<file path="config.mk">
export PLATFORM = sky130hd
export DESIGN_NAME = ahb_sram_bist_mux
export DESIGN_NICKNAME = d
export VERILOG_FILES = /design/src/rtl/ahb_sram_bist_mux.sv
export SDC_FILE = /design/constraint.sdc
export NUM_CORES = 1
export LEC_CHECK = 0
export ABC_AREA = 1
export CAP_MARGIN = 15
export CORE_ASPECT_RATIO = 0.7
export CORE_UTILIZATION = 44
export CTS_BUF_LIST = sky130_fd_sc_hd__clkbuf_4
export DETAILED_ROUTE_END_ITERATION = 8
export PLACE_DENSITY_LB_ADDON = 0.08
export SYNTH_ARGS = -nofsm -noshare
export SYNTH_HDL_FRONTEND = slang
export SYNTH_SLANG_ARGS = --single-unit
</file>
<file path="constraint.sdc">
create_clock -name HCLK -period 2.11 [get_ports HCLK]
set_input_delay 0.633 -clock HCLK [delete_from_list [all_inputs] [get_ports HCLK]]
set_output_delay 0.633 -clock HCLK [all_outputs]
set_load 0.01 [all_outputs]
</file>
<file path="src/rtl/ahb_sram_bist_mux.sv">
// ahb_sram_bist_mux
//   Sits between the AHB-to-SRAM bridge SRAM port and the SRAM macro.
//   In normal mode, bridge accesses pass straight through with no added latency.
//   When BIST_START is sampled high while idle, the block runs a March C-
//   self-test over every word and takes the macro away from the bridge.
//   When the run ends, the block reports pass/fail and the first failing
//   word address.
// Ports
//   HCLK, HRESETn            clock, asynchronous active-low reset
//   BIST_START               start request (ignored while BIST_BUSY)
//   BIST_BUSY/DONE/FAIL      run status; DONE and FAIL held until next start
//   BIST_FAILADDR            word address of the first mismatch
//   SRAM*                    bridge side (SRAMRDATA mirrors MEMRDATA)
//   MEM*                     macro side, 1-cycle read latency
module ahb_sram_bist_mux #(
  parameter int AW = 16
) (
  input  logic          HCLK,
  input  logic          HRESETn,
  input  logic          BIST_START,
  output logic          BIST_BUSY,
  output logic          BIST_DONE,
  output logic          BIST_FAIL,
  output logic [AW-3:0] BIST_FAILADDR,
  input  logic [AW-3:0] SRAMADDR,
  input  logic [3:0]    SRAMWEN,
  input  logic [31:0]   SRAMWDATA,
  input  logic          SRAMCS,
  output logic [31:0]   SRAMRDATA,
  output logic [AW-3:0] MEMADDR,
  output logic [3:0]    MEMWEN,
  output logic [31:0]   MEMWDATA,
  output logic          MEMCS,
  input  logic [31:0]   MEMRDATA
);

  localparam logic [AW-3:0] ADDR_LAST = {(AW-2){1'b1}};
  localparam logic [AW-3:0] ADDR_ZERO = '0;
  localparam logic [31:0]   D0 = 32'h0000_0000;
  localparam logic [31:0]   D1 = 32'hFFFF_FFFF;

  typedef enum logic [3:0] {
    IDLE, M0_W, M1_R, M1_W, M2_R, M2_W, M3_R, M3_W,
    M4_R, M4_W, M5_R, CMP_LAST, DONE
  } state_t;

  state_t        state_reg, state_next;
  logic [AW-3:0] addr_reg, addr_next;
  logic          busy_reg, done_reg, fail_reg;
  logic [AW-3:0] failaddr_reg;
  logic          cmp_valid_reg;
  logic [31:0]   exp_data_reg;
  logic [AW-3:0] exp_addr_reg;

  logic          bist_cs;
  logic [3:0]    bist_wen;
  logic [31:0]   bist_wdata;
  logic          is_read;
  logic [31:0]   exp_data_next;
  logic          start_ok;
  logic          mismatch;

  assign start_ok = BIST_START && !busy_reg;
  assign mismatch = cmp_valid_reg && (MEMRDATA != exp_data_reg);

  // State register plus run status, address counter and compare pipeline
  always_ff @(posedge HCLK or negedge HRESETn) begin
    if (!HRESETn) begin
      state_reg     <= IDLE;
      addr_reg      <= '0;
      busy_reg      <= 1'b0;
      done_reg      <= 1'b0;
      fail_reg      <= 1'b0;
      failaddr_reg  <= '0;
      cmp_valid_reg <= 1'b0;
      exp_data_reg  <= '0;
      exp_addr_reg  <= '0;
    end else begin
      state_reg     <= state_next;
      addr_reg      <= addr_next;
      // A read this cycle is checked against MEMRDATA next cycle
      cmp_valid_reg <= is_read;
      exp_data_reg  <= exp_data_next;
      exp_addr_reg  <= addr_reg;
      if (start_ok) begin
        busy_reg     <= 1'b1;
        done_reg     <= 1'b0;
        fail_reg     <= 1'b0;
        failaddr_reg <= '0;
      end else begin
        if (state_reg == CMP_LAST) begin
          busy_reg <= 1'b0;
          done_reg <= 1'b1;
        end
        // Only the first mismatch records its address; the run continues
        if (mismatch && !fail_reg) begin
          fail_reg     <= 1'b1;
          failaddr_reg <= exp_addr_reg;
        end
      end
    end
  end

  // Next state and address; terminal addresses use explicit compares
  always_comb begin
    state_next = state_reg;
    addr_next  = addr_reg;
    case (state_reg)
      IDLE, DONE: begin
        if (start_ok) begin
          state_next = M0_W;
          addr_next  = ADDR_ZERO;
        end
      end
      M0_W: begin
        if (addr_reg == ADDR_LAST) begin
          state_next = M1_R;
          addr_next  = ADDR_ZERO;
        end else begin
          addr_next = addr_reg + 1'b1;
        end
      end
      M1_R: state_next = M1_W;
      M1_W: begin
        if (addr_reg == ADDR_LAST) begin
          state_next = M2_R;
          addr_next  = ADDR_ZERO;
        end else begin
          state_next = M1_R;
          addr_next  = addr_reg + 1'b1;
        end
      end
      M2_R: state_next = M2_W;
      M2_W: begin
        if (addr_reg == ADDR_LAST) begin
          state_next = M3_R;
          addr_next  = ADDR_LAST;
        end else begin
          state_next = M2_R;
          addr_next  = addr_reg + 1'b1;
        end
      end
      M3_R: state_next = M3_W;
      M3_W: begin
        if (addr_reg == ADDR_ZERO) begin
          state_next = M4_R;
          addr_next  = ADDR_LAST;
        end else begin
          state_next = M3_R;
          addr_next  = addr_reg - 1'b1;
        end
      end
      M4_R: state_next = M4_W;
      M4_W: begin
        if (addr_reg == ADDR_ZERO) begin
          state_next = M5_R;
          addr_next  = ADDR_ZERO;
        end else begin
          state_next = M4_R;
          addr_next  = addr_reg - 1'b1;
        end
      end
      M5_R: begin
        if (addr_reg == ADDR_LAST) begin
          state_next = CMP_LAST;
        end else begin
          addr_next = addr_reg + 1'b1;
        end
      end
      CMP_LAST: state_next = DONE;
      default:  state_next = IDLE;
    endcase
  end

  // Per-state memory access and expected read data
  always_comb begin
    bist_cs       = 1'b0;
    bist_wen      = 4'h0;
    bist_wdata    = D0;
    is_read       = 1'b0;
    exp_data_next = D0;
    case (state_reg)
      M0_W, M2_W, M4_W: begin
        bist_cs  = 1'b1;
        bist_wen = 4'hF;
      end
      M1_W, M3_W: begin
        bist_cs    = 1'b1;
        bist_wen   = 4'hF;
        bist_wdata = D1;
      end
      M1_R, M3_R, M5_R: begin
        bist_cs = 1'b1;
        is_read = 1'b1;
      end
      M2_R, M4_R: begin
        bist_cs       = 1'b1;
        is_read       = 1'b1;
        exp_data_next = D1;
      end
      default: ;
    endcase
  end

  // Combinational port mux: bridge traffic is dropped while the test owns the macro
  assign MEMADDR  = busy_reg ? addr_reg   : SRAMADDR;
  assign MEMWEN   = busy_reg ? bist_wen   : SRAMWEN;
  assign MEMWDATA = busy_reg ? bist_wdata : SRAMWDATA;
  assign MEMCS    = busy_reg ? bist_cs    : SRAMCS;
  assign SRAMRDATA = MEMRDATA;

  assign BIST_BUSY     = busy_reg;
  assign BIST_DONE     = done_reg;
  assign BIST_FAIL     = fail_reg;
  assign BIST_FAILADDR = failaddr_reg;

endmodule

</file>
==> reports/qor.txt, run 1 <==
Worst path slowest cell = dfrtp_2
FF+latch count, synth = 51
Placeable Area = 9180 um^2
Number of global-route vias before repair = 4767
Syn Inst Count = 626
Layout fillers = 775
Grt ovf = 0
Worst Path Buf+Inv = 2
Synth Area in Simple Gates = 47.8%
Ys Warns = 0
Critical Path RT = 1.48 ns
Crit path from = state_reg[2]$_DFFE_PN0P_
Setup TNS Final = -9.62 ns
Initial antenna violation count = 0
Remaining DRCs = 0
Initial Utilization = 45.8%
Pleak = 3.52 nW
Net Count, Synth = 714
Syn_area_per_cell = 6.72 um^2
Clock skew = 0.0252 ns
CTS tree = done
Clock Path Buffers = 2
Minimum clock period = 2.42 ns
DPL Wire Length = 10.3 mm
Routed Antenna Nets = 0
Tcrit/Tclk final = 115%
H-tree Lvls = 2
Yosys top cell by area = dfrtp_1
TritonCTS buffer count = 5
Post-Syn Area = 4210 um^2
# nets final = 945
Fmax = 414 MHz
Adder-cell area share of the yosys netlist = 0.595%
Post-synth EDFFs = 0
Crit path max fanout = 4
Pins Over Slew Limit = 0
Hold crit path type = input pin to asynchronous set/reset pin
Dominant synthesized flop cell = dfrtp_1
Clock edge transition at the registers on the reported setup and hold paths = 0.19 ns
P per Cell Area = 277 nW/um^2
Netlist cell types = 38
Mux contribution to synthesized area = 0%
Critical path arrival = 1.78 ns
Vias per cell = 4.94
Initial detailed-routing violation count = 447
# setup viols final = 37
Worst path top cell family by delay = flip-flops
Setup CP Type = flop to output pin
Post-synth top area share = 30.3%
Root cell of the clock tree = clkbuf_4
Placed Cells = 951
Rel. slew slack = 68.6%
CTS Hold Buffers Added = 0
Final WS setup = -0.308 ns
Synth top area cells = dfrtp_1, nand2_1, buf_4, nor2_1, nand3_1
Status = finished, violations left
Die area = 9960 um^2
# IOs = 186
Most frequent CP cell = nor2_4
First-pass GRT wire length = 22.3 mm
RD Place Congestion = 0.896
Worst path cell trace = nor2_4, buf_4, nor2_4, nor3_4, a21oi_2, a31oi_1, buf_2
Actual slew at the worst max-slew pin = 0.468 ns
Register Area = 1280 um^2
CP Capture Type = output pin
Layout area overhead = 55.0%
GRT Util Overall = 27.6%
CP Launch Type = flop
Die width = 119 um
DR pass1 iterations = 5
Max stage delay on crit path = 0.48 ns
# rows = 29
Failing checks = negative setup slack
RSZ-0062 raised after global routing = yes
Sequential area share after synthesis = 30.3%
CTS Sinks = 51
VDD IR-drop max = 212 uV
Via count = 4849
Max_cap viols = 0
Reg-to-reg critical path startpoint = addr_reg[0]$_DFFE_PN0P_
Post-synth top cells = nand2_1, nor2_1, dfrtp_1
Die H = 83.8 um
Area of the multi-input gates = 2400 um^2
Worst-skew pair later-pin latency = 0.43 ns
Wire length per cell = 14.1 um
Antenna diodes = 0
Routed WL = 13.8 mm
Compound-Gate Fraction of Synth Area = 4.10%
Layout Cells excl Fill = 982
Final hold vios = 0
Main combinational cell family by area after synthesis = simple AND/OR/NAND/NOR gates
Port bufs = 185
Fraction of registers with async set/reset = 100%
Most common cell in the netlist = nand2_1
Share of cells above drive strength 1 = 29.4%
Post-Synth XOR/XNOR Area = 2.29%
Largest net degree at the start of global routing = 52
==> what timing repair did <==
| action | 4_1_cts | 5_1_grt |
|---|---|---|
| buffers inserted | 9 | 10 |
| endpoints found under the setup margin | 84 | 58 |
| gates resized for setup | 223 | 58 |
| gates cloned | 1 | 3 |
| pin swaps | 3 | 6 |
==> area by class of cell <==
cell class	instances	area share, %
Tap cell	124	2.38
Clock buffer	5	0.576
Clock inverter	3	0.422
Timing Repair Buffer	284	37.1
Sequential cell	51	19.6
Multi-Input combinational cell	464	36.9
Inverter	51	2.99
==> metal layers <==
layer	vias to the layer above	global-route usage, %	part of all wire (%)
met4	0	5.87	0.81
met5	-	0	0
met1	2249	35.6	44
met2	170	48.0	49
met3	16	5.26	6.4
li1	2414	-	-
==> worst register-to-register path, cell delays in order, from the launching register on <==
cell     delay, ns
dfrtp_1       0.45
inv_1         0.24
ha_2          0.30
nand2_4       0.09
nor2_8        0.16
nand3_4       0.13
nor2_1        0.21
nor2_1        0.08
buf_4         0.17
nand3_1       0.08
nand2_1       0.05
nand2_1       0.05
==> layout by cell type (no fill, tap or decap), drive strengths merged, types with 3 or more instances in the layout <==
cell             n
a21oi            4
nor3            11
buf            145
nand3           43
inv             51
xor2            11
nand2          260
nand3b           3
dfrtp           51
or2              4
clkdlybuf4s50  100
nand4           28
dlygate4sd2     33
o21ai           24
nor2            69
clkbuf          11
==> report_power, final <==
group	leakage (nW)	switching [W]	internal [W]
Combinational	2.86	0.0000995	0.000209
Sequential	0.635	0	0.000978
Clock	0.0333	0.000380	0.000140
==> path summary, 6_finish.rpt <==
check	end	slack (ns)	depth (start not counted)
max in group asynchronous	state_reg[0]$_DFFE_PN0P_	1.67	2
min reg2reg	BIST_FAILADDR[7]$_DFFE_PN0P_	0.51	2
min in group HCLK	BIST_FAILADDR[7]$_DFFE_PN0P_	0.51	2
max reg2reg	addr_reg[13]$_DFFE_PN0P_	0.10	11
max	MEMCS	-0.31	7
min	addr_reg[7]$_DFFE_PN0P_	0.16	2
==> metrics by stage <==
step	setup WS [ns]	total power (W)	area (um^2)	util, %	hold WS, ns
3_3_place_gp	-0.341	0.00132	6390	69.6	0.481
2_1_floorplan	0.238	0.00107	4210	-	0.337
4_1_cts	-0.349	0.00182	6340	69.1	0.180
5_1_grt	-0.372	0.00187	6520	71.0	0.187
3_5_place_dp	-0.336	0.00133	6390	69.6	0.486
6_report	-0.308	0.00181	6520	71.0	0.159
==> kinds of logic after synthesis <==
kind of cell,after synthesis
AO/OA/AOI/OAI,32
flip-flops,51
XOR/XNOR,11
adder cells (fa/ha/maj),2
AND/OR/NAND/NOR,419
buffers and inverters,111
No activity file was read; power rests on OpenSTA's default activity.
==> inputs of run 2 (changes only) <==
--- a/config.mk
+++ b/config.mk
@@ -7,8 +7,10 @@
 export LEC_CHECK = 0
 export ABC_AREA = 1
 export CAP_MARGIN = 15
+export CELL_PAD_IN_SITES_DETAIL_PLACEMENT = 1
+export CELL_PAD_IN_SITES_GLOBAL_PLACEMENT = 1
 export CORE_ASPECT_RATIO = 0.7
-export CORE_UTILIZATION = 44
+export CORE_UTILIZATION = 29
 export CTS_BUF_LIST = sky130_fd_sc_hd__clkbuf_4
 export DETAILED_ROUTE_END_ITERATION = 8
 export PLACE_DENSITY_LB_ADDON = 0.08
==> reports/qor.txt, run 2 (synthesis gave the netlist of run 1 again) <==
Sequential share of power = 53.6%
Worst-skew pair later-pin latency = 0.40 ns
Layout fillers = 1842
Grt ovf = 0
P per Cell Area = 266 nW/um^2
CP Capture Type = output pin
Number of global-route vias before repair = 5238
Cell internal pwr = 0.00133 W
Combinational power share = 17.1%
Met3 wire length = 686 um
Most common cell after layout, fill and taps aside = nand2_1
VDD IR-drop max = 167 uV
Final WS setup = -0.322 ns
Critical path arrival = 1.80 ns
Crit path max fanout = 4
Max layer used = met4
Vias per cell = 4.64
Initial Utilization = 29.9%
Minimum clock period = 2.43 ns
Routed Antenna Nets = 0
Port bufs = 185
Status = finished, violations left
Max_cap viols = 0
# IOs = 186
H-tree Lvls = 2
Root cell of the clock tree = clkbuf_4
Fmax = 411 MHz
Wire length per cell = 15.5 um
Final hold vios = 0
RSZ-0062 raised after global routing = yes
Layout area overhead = 63.3%
CTS Sinks = 51
Hold crit path type = input pin to asynchronous set/reset pin
Remaining DRCs = 0
Wire length on met1 = 7.00 mm
CTS tree = done
Sw frac = 27.3%
Layout Cells excl Fill = 1055
Setup CP Type = flop to output pin
Total power = 0.00182 W
# setup viols final = 42
RD Place Congestion = 0.873
Clock Path Buffers = 2
First-pass GRT wire length = 26.3 mm
Tcrit/Tclk final = 115%
Most frequent cells in the layout = nand2_1, clkdlybuf4s50_1, buf_4
Die width = 146 um
Clock Power Share = 29.3%
Actual slew at the worst max-slew pin = 0.360 ns
Initial detailed-routing violation count = 123
Pleak = 3.63 nW
Placed Cells = 1023
Clock edge transition at the registers on the reported setup and hold paths = 0.19 ns
Routed WL = 16.4 mm
Met2 wire length = 8.57 mm
Failing checks = negative setup slack
CP Launch Type = flop
Pins Over Slew Limit = 0
Worst hold slack = 0.201 ns
Die area = 15000 um^2
# rows = 36
Die H = 103 um
Initial antenna violation count = 1
DPL Wire Length = 12.9 mm
GRT Util Overall = 22.0%
Rel. slew slack = 75.8%
Critical Path RT = 1.48 ns
Clock skew = 0.0119 ns
# nets final = 951
Final Cell Area = 6870 um^2
Cell Area, Placed = 6530 um^2
Via count = 4896
Switching pwr = 0.000498 W
TritonCTS buffer count = 5
Largest net degree at the start of global routing = 52
Placeable Area = 14100 um^2
DR pass1 iterations = 4
Share of cells above drive strength 1 = 32.2%
-- run 2: worst paths after layout --
check / startpoint / to / slack [ns] / cells after the start
max: state_reg[2]$_DFFE_PN0P_ / MEMCS / -0.32 / 7
min: HRESETn / addr_reg[9]$_DFFE_PN0P_ / 0.20 / 2
max reg2reg: addr_reg[0]$_DFFE_PN0P_ / addr_reg[13]$_DFFE_PN0P_ / 0.11 / 11
min reg2reg: exp_addr_reg[1]$_DFF_PN0_ / BIST_FAILADDR[1]$_DFFE_PN0P_ / 0.52 / 2
max in group asynchronous: HRESETn / addr_reg[0]$_DFFE_PN0P_ / 1.65 / 2
min in group HCLK: exp_addr_reg[1]$_DFF_PN0_ / BIST_FAILADDR[1]$_DFFE_PN0P_ / 0.52 / 2
-- run 2: metrics by stage --
step / utilization, % / setup slack (ns) / setup TNS [ns]
finish: 48.9 / -0.322 / -10.21
global route: 48.9 / -0.411 / -14.18
CTS: 47.9 / -0.341 / -12.30
detailed placement: 46.5 / -0.352 / -24.15
global placement: 46.5 / -0.353 / -21.04
floorplan: - / 0.238 / 0
-- run 2: what timing repair did --
item,CTS,global route
gates cloned,3,1
hold buffers,0,0
buffers inserted,19,3
pin swaps,4,6
gates resized for setup,267,76
endpoints found under the setup margin,84,48
-- run 2: per-layer routing --
layer  track usage (%)  up-vias
met3              3.98       13
li1                  -     2433
met2              41.6       98
met1              27.0     2352
met5                 0        -
met4              2.67        0
-- run 2: layout make-up --
type	count	area [um^2]	area share, %
clock inverter	3	27.5	0.401
clock buffer	5	37.5	0.546
antenna	1	2.50	0.0364
tap	190	238	3.46
inverter	51	200	2.91
timing repair buffer	290	2560	37.3
sequential	51	1280	18.6
multi-input combinational	464	2520	36.7
-- run 2: power by group through the flow --
| stage | combinational (W) | sequential (W) | clock (W) |
|---|---|---|---|
| after detailed placement | 0.000338 | 0.000996 | 0 |
| after CTS | 0.000315 | 0.000978 | 0.000555 |
| after floorplan | 0.0000781 | 0.000996 | 0 |
| after global placement | 0.000325 | 0.000996 | 0 |
| final | 0.000312 | 0.000978 | 0.000534 |
| after global routing | 0.000337 | 0.000979 | 0.000580 |
-- run 2: critical path: stages (launching register included) --
cell and delay (ns):
dfrtp_1 0.42, buf_4 0.15, nor2_4 0.18, nor2_2 0.07
nor3_2 0.16, a21oi_2 0.06, a31oi_1 0.18, buf_2 0.16
==> inputs of run 3 (changes only) <==
--- a/config.mk
+++ b/config.mk
@@ -14,6 +14,7 @@
 export CTS_BUF_LIST = sky130_fd_sc_hd__clkbuf_4
 export DETAILED_ROUTE_END_ITERATION = 8
 export PLACE_DENSITY_LB_ADDON = 0.08
+export SKIP_LAST_GASP = 1
 export SYNTH_ARGS = -nofsm -noshare
 export SYNTH_HDL_FRONTEND = slang
 export SYNTH_SLANG_ARGS = --single-unit
==> reports/qor.txt, run 3 (synthesis gave the netlist of run 1 again) <==
First-pass GRT wire length = 26.3 mm
Wire length per cell = 15.5 um
Most common cell after layout, fill and taps aside = nand2_1
# setup viols final = 41
Met3 wire length = 748 um
Hold crit path type = input pin to asynchronous set/reset pin
Initial antenna violation count = 1
Worst-skew pair later-pin latency = 0.41 ns
Max stage delay on crit path = 0.46 ns
Initial detailed-routing violation count = 144
Die H = 103 um
CP Launch Type = flop
Final hold vios = 0
GRT Util Overall = 22.0%
Actual slew at the worst max-slew pin = 0.385 ns
H-tree Lvls = 2
Share of cells above drive strength 1 = 31.7%
Layout Cells excl Fill = 1055
Critical Path RT = 1.48 ns
Critical path arrival = 1.80 ns
Fin util = 48.6%
Register Area = 1280 um^2
Pins Over Slew Limit = 0
Die area = 15000 um^2
Routed WL = 16.4 mm
CP Capture Type = output pin
Crit path max fanout = 16
Via count = 4908
Sequential share of power = 53.5%
# IOs = 186
P per Cell Area = 268 nW/um^2
Worst path cell trace = buf_4, nand2_4, nor2_4, o21ai_4, buf_8, nand2_1, buf_2
Grt ovf = 0
Fmax = 411 MHz
Port bufs = 185
Clock Power Share = 29.4%
CTS Hold Buffers Added = 0
Layout area overhead = 62.3%
DR pass1 iterations = 4
Largest net degree at the start of global routing = 52
Vias per cell = 4.65
Clock Path Buffers = 2
Worst Path Buf+Inv = 3
VDD IR-drop max = 173 uV
DPL Wire Length = 12.9 mm
Worst path slowest cell = dfrtp_1
Met2 wire length = 8.44 mm
Combinational power share = 17.1%
Status = finished, violations left
Clock edge transition at the registers on the reported setup and hold paths = 0.19 ns
Area of the multi-input gates = 2490 um^2
CTS tree = done
Layout fillers = 1841
Sw frac = 27.4%
Die width = 146 um
Initial Utilization = 29.9%
Most frequent cells in the layout = nand2_1, clkdlybuf4s50_1, buf_4
Max layer used = met4
Cell internal pwr = 0.00133 W
Routed Antenna Nets = 0
RSZ-0062 raised after global routing = yes
Switching pwr = 0.000501 W
Remaining DRCs = 0
Placeable Area = 14100 um^2
Pleak = 3.60 nW
Wire length on met1 = 7.05 mm
Root cell of the clock tree = clkbuf_4
Number of global-route vias before repair = 5238
Failing checks = negative setup slack
Tcrit/Tclk final = 115%
CTS Sinks = 51
Rel. slew slack = 74.2%
Setup CP Type = flop to output pin
Clock skew = 0.0178 ns
Worst hold slack = 0.196 ns
Max_cap viols = 0
Placed Cells = 1023
RD Place Congestion = 0.873
Worst path top cell family by delay = buffers and inverters
Setup TNS Final = -10.71 ns
# nets final = 951
TritonCTS buffer count = 5
Final WS setup = -0.325 ns
Minimum clock period = 2.43 ns
# rows = 36
run 3: changes by cell type in the layout (fill, tap and decap cells not counted), sizes merged:
cell / before / now
clkdlybuf4s15: 1 / 2
buf: 153 / 149
clkbuf: 8 / 11
run 3: final timing paths:
kind                       slack, ns  cells after the start                            to                 startpoint
min in group HCLK               0.51                      2  BIST_FAILADDR[1]$_DFFE_PN0P_  exp_addr_reg[1]$_DFF_PN0_
hold reg to reg                 0.51                      2  BIST_FAILADDR[1]$_DFFE_PN0P_  exp_addr_reg[1]$_DFF_PN0_
setup reg to reg                0.13                     14      addr_reg[13]$_DFFE_PN0P_   state_reg[3]$_DFFE_PN0P_
max in group asynchronous       1.65                      2       addr_reg[0]$_DFFE_PN0P_                    HRESETn
hold / removal                  0.20                      2       addr_reg[9]$_DFFE_PN0P_                    HRESETn
setup / recovery               -0.32                      7                   MEMWDATA[9]   state_reg[1]$_DFFE_PN0P_
run 3: area by class of cell:
cell class | instances | area share [%]
antenna | 1 | 0.0367
clock buffer | 5 | 0.550
clock inverter | 3 | 0.403
inverter | 51 | 2.93
multi-input combinational | 464 | 36.4
sequential | 51 | 18.8
tap | 190 | 3.48
timing repair buffer | 290 | 37.4
run 3: timing repair:
action	in CTS	in global routing
pin swaps	4	6
gates resized for setup	267	55
endpoints found under the setup margin	84	48
setup buffers	19	3
gates cloned	3	1
run 3: worst reg2reg max path: cells and delay by family (launching register included):
kind | cells | cell delay [ns]
buffers and inverters | 7 | 0.76
and+or+nand+nor | 7 | 0.75
DFF | 1 | 0.43
run 3: through the flow:
step | area, um^2 | setup WS (ns) | power, W
final | 6830 | -0.325 | 0.00183
after global routing | 6830 | -0.413 | 0.00189
after CTS | 6730 | -0.341 | 0.00185
after detailed placement | 6530 | -0.352 | 0.00133
after global placement | 6530 | -0.353 | 0.00132
after floorplan | 4210 | 0.238 | 0.00107
run 3: power groups by stage:
stage | registers, W | logic (W) | clock network [W]
2_1_floorplan | 0.000996 | 0.0000781 | 0
3_3_place_gp | 0.000996 | 0.000325 | 0
3_5_place_dp | 0.000996 | 0.000338 | 0
4_1_cts | 0.000978 | 0.000315 | 0.000555
5_1_grt | 0.000979 | 0.000337 | 0.000580
6_report | 0.000978 | 0.000312 | 0.000537
run 3: metal layers:
metal | vias up | GRT usage [%]
met3 | 16 | 3.98
met5 | - | 0
met4 | 0 | 2.67
met2 | 110 | 41.6
li1 | 2435 | -
met1 | 2347 | 27.0
